==> src/rtl/linear_layer_srl_fifo_ctrl.sv <==
// linear_layer_srl_fifo_ctrl: SRL-backed handshaked FIFO between i4xi4 linear-layer dataflow tasks.
// Optional output register (capacity DEPTH+1, 2-cycle latency) enabled by SRL_FIFO_OUT_REG_EN.
module linear_layer_srl_fifo_ctrl #(
    parameter int DATA_WIDTH = 8,
    parameter int ADDR_WIDTH = 2,
    parameter int DEPTH      = 4
) (
    input  logic                  clk,
    input  logic                  ap_rst_n,
    input  logic                  if_write_ce,
    input  logic                  if_write,
    input  logic [DATA_WIDTH-1:0] if_din,
    output logic                  if_full_n,
    input  logic                  if_read_ce,
    input  logic                  if_read,
    output logic [DATA_WIDTH-1:0] if_dout,
    output logic                  if_empty_n
);
    localparam logic [ADDR_WIDTH:0] LP_LAST = (ADDR_WIDTH+1)'(DEPTH - 1);
    localparam logic [ADDR_WIDTH:0] LP_ONE  = (ADDR_WIDTH+1)'(1);

    logic [DATA_WIDTH-1:0] r_srl [DEPTH];
    logic [ADDR_WIDTH:0]   r_count;
    logic                  r_full_n;
    logic [ADDR_WIDTH-1:0] w_rd_addr;
    logic                  w_push;
    logic                  w_pop;
    logic                  w_srl_pop;

    assign w_push    = if_write_ce & if_write & r_full_n;
    assign w_rd_addr = (r_count == '0) ? '0 : ADDR_WIDTH'(r_count - 1'b1);
    assign if_full_n = r_full_n;

    always_ff @(posedge clk) begin
        if (w_push) begin
            for (int i = DEPTH - 1; i > 0; i--) r_srl[i] <= r_srl[i-1];
            r_srl[0] <= if_din;
        end
    end

    // w_srl_pop is the word leaving the shift array, which differs from the consumer pop when the output register is present
    always_ff @(posedge clk) begin
        if (!ap_rst_n) begin
            r_count  <= '0;
            r_full_n <= 1'b1;
        end else begin
            if (w_push & !w_srl_pop) r_count <= r_count + 1'b1;
            else if (w_srl_pop & !w_push) r_count <= r_count - 1'b1;
            if (w_push & !w_srl_pop & (r_count == LP_LAST)) r_full_n <= 1'b0;
            else if (w_srl_pop) r_full_n <= 1'b1;
        end
    end

`ifdef SRL_FIFO_OUT_REG_EN
    logic                  r_out_vld;
    logic [DATA_WIDTH-1:0] r_dout;

    assign w_pop      = if_read_ce & if_read & r_out_vld;
    assign w_srl_pop  = (!r_out_vld | w_pop) & (r_count != '0);
    assign if_empty_n = r_out_vld;
    assign if_dout    = r_dout;

    always_ff @(posedge clk) begin
        if (!ap_rst_n) begin
            r_out_vld <= 1'b0;
            r_dout    <= '0;
        end else if (w_srl_pop) begin
            r_out_vld <= 1'b1;
            r_dout    <= r_srl[w_rd_addr];
        end else if (w_pop) begin
            r_out_vld <= 1'b0;
        end
    end
`else
    logic r_empty_n;

    assign w_pop      = if_read_ce & if_read & r_empty_n;
    assign w_srl_pop  = w_pop;
    assign if_empty_n = r_empty_n;
    assign if_dout    = r_srl[w_rd_addr];

    always_ff @(posedge clk) begin
        if (!ap_rst_n) r_empty_n <= 1'b0;
        else if (w_push) r_empty_n <= 1'b1;
        else if (w_pop & (r_count == LP_ONE)) r_empty_n <= 1'b0;
    end
`endif
endmodule

==> config.mk <==
export PLATFORM = sky130hd
export DESIGN_NAME = linear_layer_srl_fifo_ctrl
export DESIGN_NICKNAME = d
export VERILOG_FILES = /design/src/rtl/linear_layer_srl_fifo_ctrl.sv
export SDC_FILE = /design/constraint.sdc
export NUM_CORES = 1
export LEC_CHECK = 0
export BUFFER_PORTS_ARGS = -buffer_cell sky130_fd_sc_hd__buf_2
export CAP_MARGIN = 10
export CORE_UTILIZATION = 26
export DETAILED_ROUTE_END_ITERATION = 10
export GPL_TIMING_DRIVEN = 0
export PLACE_DENSITY = 0.45
export SLEW_MARGIN = 25
export SYNTH_ARGS = -nofsm -noshare
export SYNTH_HDL_FRONTEND = slang
export SYNTH_SLANG_ARGS = --single-unit
==> constraint.sdc <==
create_clock -name clk -period 6.4 [get_ports clk]
set_input_delay 0.96 -clock clk [delete_from_list [all_inputs] [get_ports clk]]
set_output_delay 0.96 -clock clk [all_outputs]
set_load 0.05 [all_outputs]
### After elaboration in Yosys (flattened, before gate mapping)

Memories as Yosys holds them, arrays and structs flattened.
Index checks and enable logic that the tools add are counted.

* add/subtract/negate cells: 2
* $mul: 0
* div/mod/pow operators: 0
* magnitude comparators: 0
* equality and inequality tests: 2
* shifts and indexed selects: 0
* mux-type cells: 9
* bitwise gates (word level): 8
* reduce and logical (&&, ||, !) cells: 6

Operator list (number)
* bitwise AND 1 bit: 8
* two-way mux 1 bit: 6
* two-way mux 3 bit: 2
* nonzero test 2 bit: 3
* adder 3 x 1 -> 3 bit (second input constant): 1
* == test 3 x 1 -> 1 bit (second input constant): 1
* == test 3 x 2 -> 1 bit (second input constant): 1
* logical NOT 3 bit: 1
* subtractor 3 x 1 -> 3 bit (second input constant): 1
* logical NOT 1 bit: 2
* two-way mux 2 bit: 1

* register bits: 5
* bits in latches: 0
* RAM bits: 32
* ROM bits: 0
* input port bits: 14
* logic and storage cells: 31
* memories kept: 1

Memory list
* r_srl: words 4, bits a word 8, read ports 4, clocked after memory_dff 0, write ports 4, line 22 `logic [DATA_WIDTH-1:0] r_srl [DEPTH];`

### Longest topological paths before layout

Gate-level depths: netlist of the first run.

* word-level depth: 6
* depth in mapped cells: 9

### Worst setup path before layout of the first run

No wires, ideal clock.

* path type: flip-flop to output port
* from: register r_count[0]
* to: output if_dout[0]
* arrival: 2493 ps
* data required time: 5440 ps
* setup slack: 2947 ps
* cell stages (with the launch flop): 9
* path buffers: 2
* cells stage by stage: dfxtp_1 > buf_6 > buf_4 > inv_1 > ha_1 > ha_1 > nor2_2 > a22oi_1 > o21ai_0

* word-level cells in the longest chain between the ends: 3

Ends and longest elaborated chain
* start: declaration: line 23 `logic [ADDR_WIDTH:0] r_count;`
* start signal: assignment: line 47 `if (w_push & !w_srl_pop) r_count <= r_count + 1'b1;`
* start signal: assignment: line 48 `else if (w_srl_pop & !w_push) r_count <= r_count - 1'b1;`
* subtractor 3 x 1 -> 3 bit or logical NOT 3 bit (tied branches)
* two-way mux 2 bit (*): line 31 `assign w_rd_addr = (r_count == '0) ? '0 : ADDR_WIDTH'(r_count - 1'b1);`
* memory read (4 x 8 bit) (*)
* end: declaration: line 16 `output logic [DATA_WIDTH-1:0] if_dout,`

Mark *: on every way between the ends. The rest lies on a longest branch, timed or not.

### Worst setup path in the final report of the first run

Ends and elaborated chain as after synthesis.

==> results of run 1 <==
## cell type report
type	instances	area share (%)
sequential	37	55.9
inverter	4	0.791
clock inverter	3	0.922
clock buffer	5	3.62
multi-input combinational	59	25.5
timing repair buffer	24	7.11
tap	75	4.94
buffer	3	1.25
## stage by stage
step	instances	total power, W
3_3_place_gp	201	0.000436
6_report	210	0.000593
3_5_place_dp	202	0.000440
5_1_grt	210	0.000623
2_1_floorplan	103	0.000400
4_1_cts	210	0.000601
## cells in the final DEF (no fill, tap or decap), types with 2 or more instances in the layout
cell	Yosys	layout
a21oi_1	2	2
a22oi_1	15	15
and2_1	3	3
buf_2	1	24
clkbuf_8	0	5
dfxtp_1	5	5
edfxtp_1	32	32
ha_1	6	6
inv_1	4	4
mux2_2	2	2
mux2_4	7	7
nand2_1	2	2
nor2_2	2	2
o21ai_0	4	4
o21ai_1	7	7
## Yosys cell counts (2+ instances only)
cell type,n
a21oi_1,2
a22oi_1,15
and2_1,3
dfxtp_1,5
edfxtp_1,32
ha_1,6
inv_1,4
mux2_2,2
mux2_4,7
nand2_1,2
nor2_2,2
o21ai_0,4
o21ai_1,7
## flip-flops by register name (all words and copies together) (netlist names)
register	cells
r_count	3
r_srl	32
if_full_n	1
if_empty_n	1
## path summary, 6_finish.rpt
kind               start           to  slack (ns)  cells after the start
max           r_count[0]   if_dout[0]        2.72                     10
min          r_srl[1][6]  r_srl[2][6]        0.45                      0
max reg2reg   r_count[0]   r_count[2]        4.48                      8
min reg2reg  r_srl[1][6]  r_srl[2][6]        0.45                      0
## cell families after synthesis
group / count (synthesis)
compound gates: 29
xor+xnor: 2
fa+ha+maj: 6
buf+inv: 7
flops: 37
mux: 9
simple gates: 13
## worst max-delay path, delay by kind of cell, from the launching register on
family          cells  cell delay, ns
flops               1            0.41
fa+ha+maj           2            0.39
simple gates        1            0.38
compound gates      2            0.24
buf+inv             5            1.00
## routing by layer
layer / up-vias / share of wire, %
li1: 462 / -
met1: 467 / 46
met2: 31 / 47
met3: 4 / 5.3
met4: 0 / 1.8
met5: - / 0
## power by group
group	switching, W	total (W)	leakage (nW)	internal (W)
registers	0.00000659	0.000281	0.341	0.000274
logic	0.000106	0.000154	0.307	0.0000472
clock network	0.0000832	0.000158	0.0455	0.0000752
==> out/qor.yml, run 1 <==
grt_use_met1_pct: 13.9
crit_chain: "buf_6 -> buf_4 -> inv_1 -> ha_1 -> ha_1 -> buf_2 -> nor2_2 -> a22oi_1 -> o21ai_0 -> buf_2"
grt.overflow.total: 0
firstDrtPassIters: 4
syn_avg_cell_area_um2: 15.4
cts-root-buf: "clkbuf_8"
vdd_drop_max_mv: 0.0964
layout_setup_ws_ns: 2.72
multi_input_area_um2: 484
yosysTopAreaCell: "edfxtp_1"
cpPeakStageDelay_ns: 0.41
dpl_worst_slack_ns: 3.02
placed_cell_area_um2: 1810
clkTransAtPathRegs_ns: 0.08
io_buffer_count: 23
h-tree-depth: 2
synth_edf_count: 32
stdcell_area_um2: 1900
path_class: "reg -> out"
synth_compound_area_share_pct: 11.6
use_met2_pct: 16.8
wl_mm: 3.11
worst_setup_path_start_kind: "register"
fin_util_pct: 32.3
ios: 24
coreArea_um2: 5890
ant_nets: 0
cp-end-kind: "output pin"
cts_tree: "done"
num-nets-final: 154
diodes: 0
yosys.area_share.simple_pct: 4.98
synth_top_family_by_area: "compound AO/OA/AOI/OAI gates"
place_congestion: 0.712
synthAdderAreaFrac_pct: 4.74
finClkSkew_ns: 0.00723
cts_sinks: 37
cts_hold_buf: 0
slew_viol_final: 0
period_share_pct: 57.5
synth-main-ff-cell: "edfxtp_1"
cp_data_required_time_ns: 5.44
rows: 28
num_vias: 964
grt_usage_pct: 11.2
relSlewSlack_pct: 69.7
fp.dieW_um: 80.0
initial_core_util_pct: 26.9
vias_per_cell: 4.59
async_reset_ff_share_pct: 0
drive_above_1_share_pct: 34.1
fin_setup_tns_ns: 0
grt_util_met3_pct: 4.11
synth_area_um2: 1580
worstMarginPinSlew_ns: 0.454
yosysSeqAreaShare_pct: 67.0
hold_viol: 0
critPathMaxFanout: 10
cts_setup_buffers: 0
hpwl_mm: 1.97
status: "finished, final reports clean"
synthMuxAreaShare_pct: 8.06
p_leak_nw: 0.694
cpMaxStageDelayCell: "dfxtp_1"
drt_iter0_drc: 63
grt_pass1_vias: 983
rsz0062_at_grt: "no"
die_height_um: 80.0
grt_pass1_wl_mm: 5.04
synthTopCellsByArea: "edfxtp_1 (61%), a22oi_1 (7.1%), mux2_4 (6.6%), dfxtp_1 (6.3%), ha_1 (4.7%)"
fillerInstances: 606
finalSetupViolCount: 0
ys_ff_latch: 37
whs_ns: 0.448
regArea_um2: 1060
yosysUniqueCellTypes: 25
top_usage_layer: "met2"
fp.dieArea_um2: 6400
antenna_found_initial: 0
synth_xor_xnor_area_share_pct: 1.11
hold_path_class: "reg -> reg"
syn-num-nets: 123
synth_top_area_share_pct: 60.7
ctsResizeCount: 0
drc: 0
timing.fmax_ghz: 0.272
max-cap-violations: 0
period_minus_slack_ns: 3.68
insertion_delay_ns: 0.29
area.growth.synth_to_final_pct: 20.0
cts_buffer_depth: 2
cts_made_buffers: 5
syn-instance-count: 103
routedWlPerCell_um: 14.8
cp.arrival_ns: 2.72
synth_warnings: 0
power.density_nw_per_um2: 312
grt_max_degree: 33
Power figures use the tool's default switching activity.
==> inputs of run 2 (changes only) <==
Settings changed: PLACE_DENSITY 0.45 to 0.46.
Clock period 6.4 ns to 3.2 ns, I/O delays scaled along.
==> out/qor.yml, run 2 (synthesis results as in run 1) <==
status: "finished, final reports clean"  # unchanged
diodes: 0  # unchanged
top_register: "r_srl"  # unchanged
place_congestion: 0.699  # was 0.712
grt.overflow.total: 0  # unchanged
min_from: "if_din[4]"  # was r_srl[1][6]
initial_core_util_pct: 26.9  # unchanged
cp_data_required_time_ns: 2.72  # was 5.44 ns
insertion_delay_ns: 0.29  # about the same
die_height_um: 80.0  # unchanged
stdcell_area_um2: 1930  # was 1900 um^2
grt_usage_pct: 10.5  # was 11.2%
fillerInstances: 598  # was 606
vdd_drop_max_mv: 0.161  # was 0.0964 mV
num_vias: 941  # was 964
fin_setup_tns_ns: 0  # unchanged
period_minus_slack_ns: 2.92
vias_per_cell: 4.48  # was 4.59
rows: 28  # unchanged
grt_pass1_wl_mm: 4.84  # was 5.04 mm
p_leak_nw: 0.704  # was 0.694 nW
num-nets-final: 154  # unchanged
final_common_cell: "edfxtp_1"  # unchanged
cts_sinks: 37  # unchanged
antenna_found_initial: 0  # unchanged
cts_tree: "done"  # unchanged
reg2reg_depth: 8  # unchanged
largest_reg_flops: 32  # unchanged
dpl_worst_slack_ns: 0.333  # was 3.02 ns
drc: 0  # unchanged
max-cap-violations: 0  # unchanged
final_cell_mix: "edfxtp_1 (32), buf_2 (21), a22oi_1 (15)"  # was edfxtp_1 (32), buf_2 (24), a22oi_1 (15)
fp.dieW_um: 80.0  # unchanged
grt_max_degree: 28  # was 33
regArea_um2: 1060  # about the same
r2r_setup_slack_ns: 1.36  # was 4.48 ns
area.growth.synth_to_final_pct: 22.1  # was 20.0%
firstDrtPassIters: 4  # unchanged
rsz0062_at_grt: "no"  # unchanged
finClkSkew_ns: 0.00755  # was 0.00723 ns
relSlewSlack_pct: 75.9  # was 69.7%
grt_pass1_vias: 951  # was 983
h-tree-depth: 2  # unchanged
hold_path_class: "in -> reg"  # was reg -> reg
cts_made_buffers: 5  # unchanged
io_buffer_count: 23  # unchanged
hpwl_mm: 1.91  # was 1.97 mm
hold_viol: 0  # unchanged
worst_setup_path_start_kind: "register"  # unchanged
coreArea_um2: 5890  # unchanged
cp-end-kind: "output pin"  # unchanged
multi_input_area_um2: 489  # was 484 um^2
layout_setup_ws_ns: 0.283  # was 2.72 ns
cts_buffer_depth: 2  # unchanged
power.density_nw_per_um2: 656  # was 312 nW/um^2
rr_startpoint: "r_count[0]"  # unchanged
clkTransAtPathRegs_ns: 0.08  # about the same
worstMarginPinSlew_ns: 0.361  # was 0.454 ns
fp.dieArea_um2: 6400  # unchanged
fin_cells: 210  # unchanged
placed_cell_area_um2: 1810  # unchanged
ant_nets: 0  # unchanged
critPathMaxFanout: 10  # unchanged
cts-root-buf: "clkbuf_8"  # unchanged
top_regs: "r_srl x32, r_count x3"  # unchanged
slew_viol_final: 0  # unchanged
dp.cells: 202  # unchanged
ios: 24  # unchanged
cp.arrival_ns: 2.44  # was 2.72 ns
drive_above_1_share_pct: 34.1  # unchanged
period_share_pct: 91.2
routedWlPerCell_um: 14.3  # was 14.8 um
path_class: "reg -> out"  # unchanged
hold_end: "r_srl[0][4]"  # was r_srl[2][6]
r2r-end: "r_count[2]"  # unchanged
wl_mm: 2.99  # was 3.11 mm
timing.fmax_ghz: 0.343
finalSetupViolCount: 0  # unchanged
hold_depth: 1  # was 0
finalPower_w: 0.00127  # was 0.000593 W
drt_iter0_drc: 50  # was 63
run 2: cell count changes in the layout (fill, tap and decap cells not counted), sizes merged:
| cell | previous run | this run |
|---|---|---|
| buf | 27 | 25 |
| bufinv | 0 | 1 |
| clkbuf | 5 | 8 |
| clkinv | 3 | 1 |
run 2: per-layer routing:
| metal | wire, um | share of wire, % | track usage, % | up-vias |
|---|---|---|---|---|
| met5 | 0 | 0 | 0 | - |
| met4 | 24 | 0.80 | 5.71 | 0 |
| met3 | 124 | 4.1 | 4.00 | 4 |
| met2 | 1410 | 47 | 16.2 | 20 |
| met1 | 1430 | 48 | 12.7 | 454 |
| li1 | - | - | - | 463 |
run 2: final cells by class:
class / count / area share (%)
Sequential cell: 37 / 55.0
Multi-Input combinational cell: 59 / 25.3
Timing Repair Buffer: 24 / 7.38
Tap cell: 75 / 4.85
Clock buffer: 6 / 3.75
Clock inverter: 2 / 1.75
Buffer: 3 / 1.23
Inverter: 4 / 0.777
run 2: where the power goes:
part           total, W  internal, W  switching, W
logic          0.000312     0.000101      0.000211
clock network  0.000395     0.000230      0.000165
registers      0.000561     0.000548     0.0000130
run 2: how the worst max path moves through the flow:
stage,from,slack [ns],to,cells after the start
after floorplan,r_count[0],0.23,if_dout[0],8
after global placement,r_count[0],0.36,if_dout[0],10
after detailed placement,r_count[0],0.33,if_dout[0],10
after CTS,r_count[0],0.009,if_dout[0],10
after global routing,r_count[0],0.07,if_dout[0],10
final,r_count[0],0.28,if_dout[7],10
run 2: timing repair:
| item | 4_1_cts | 5_1_grt |
|---|---|---|
| gates resized for setup | 0 | 6 |
| hold buffers | 0 | 0 |
| setup buffers | 0 | 0 |
| setup endpoints to repair | 0 | 8 |
run 2: worst max-delay path, stage by stage (launching register included):
cell and delay, ns:
dfxtp_2 0.37, buf_6 0.18, buf_4 0.21, inv_1 0.06, ha_1 0.19, ha_1 0.20, buf_2 0.21, nor2_4 0.25
a22oi_1 0.09, o21ai_1 0.10, buf_2 0.28
run 2: stage by stage:
stage                     util (%)  hold slack [ns]
after detailed placement      30.8            0.435
after global routing          32.8            0.345
final                         32.8            0.356
after floorplan                  -            0.418
after global placement        30.4            0.430
after CTS                     32.6            0.348
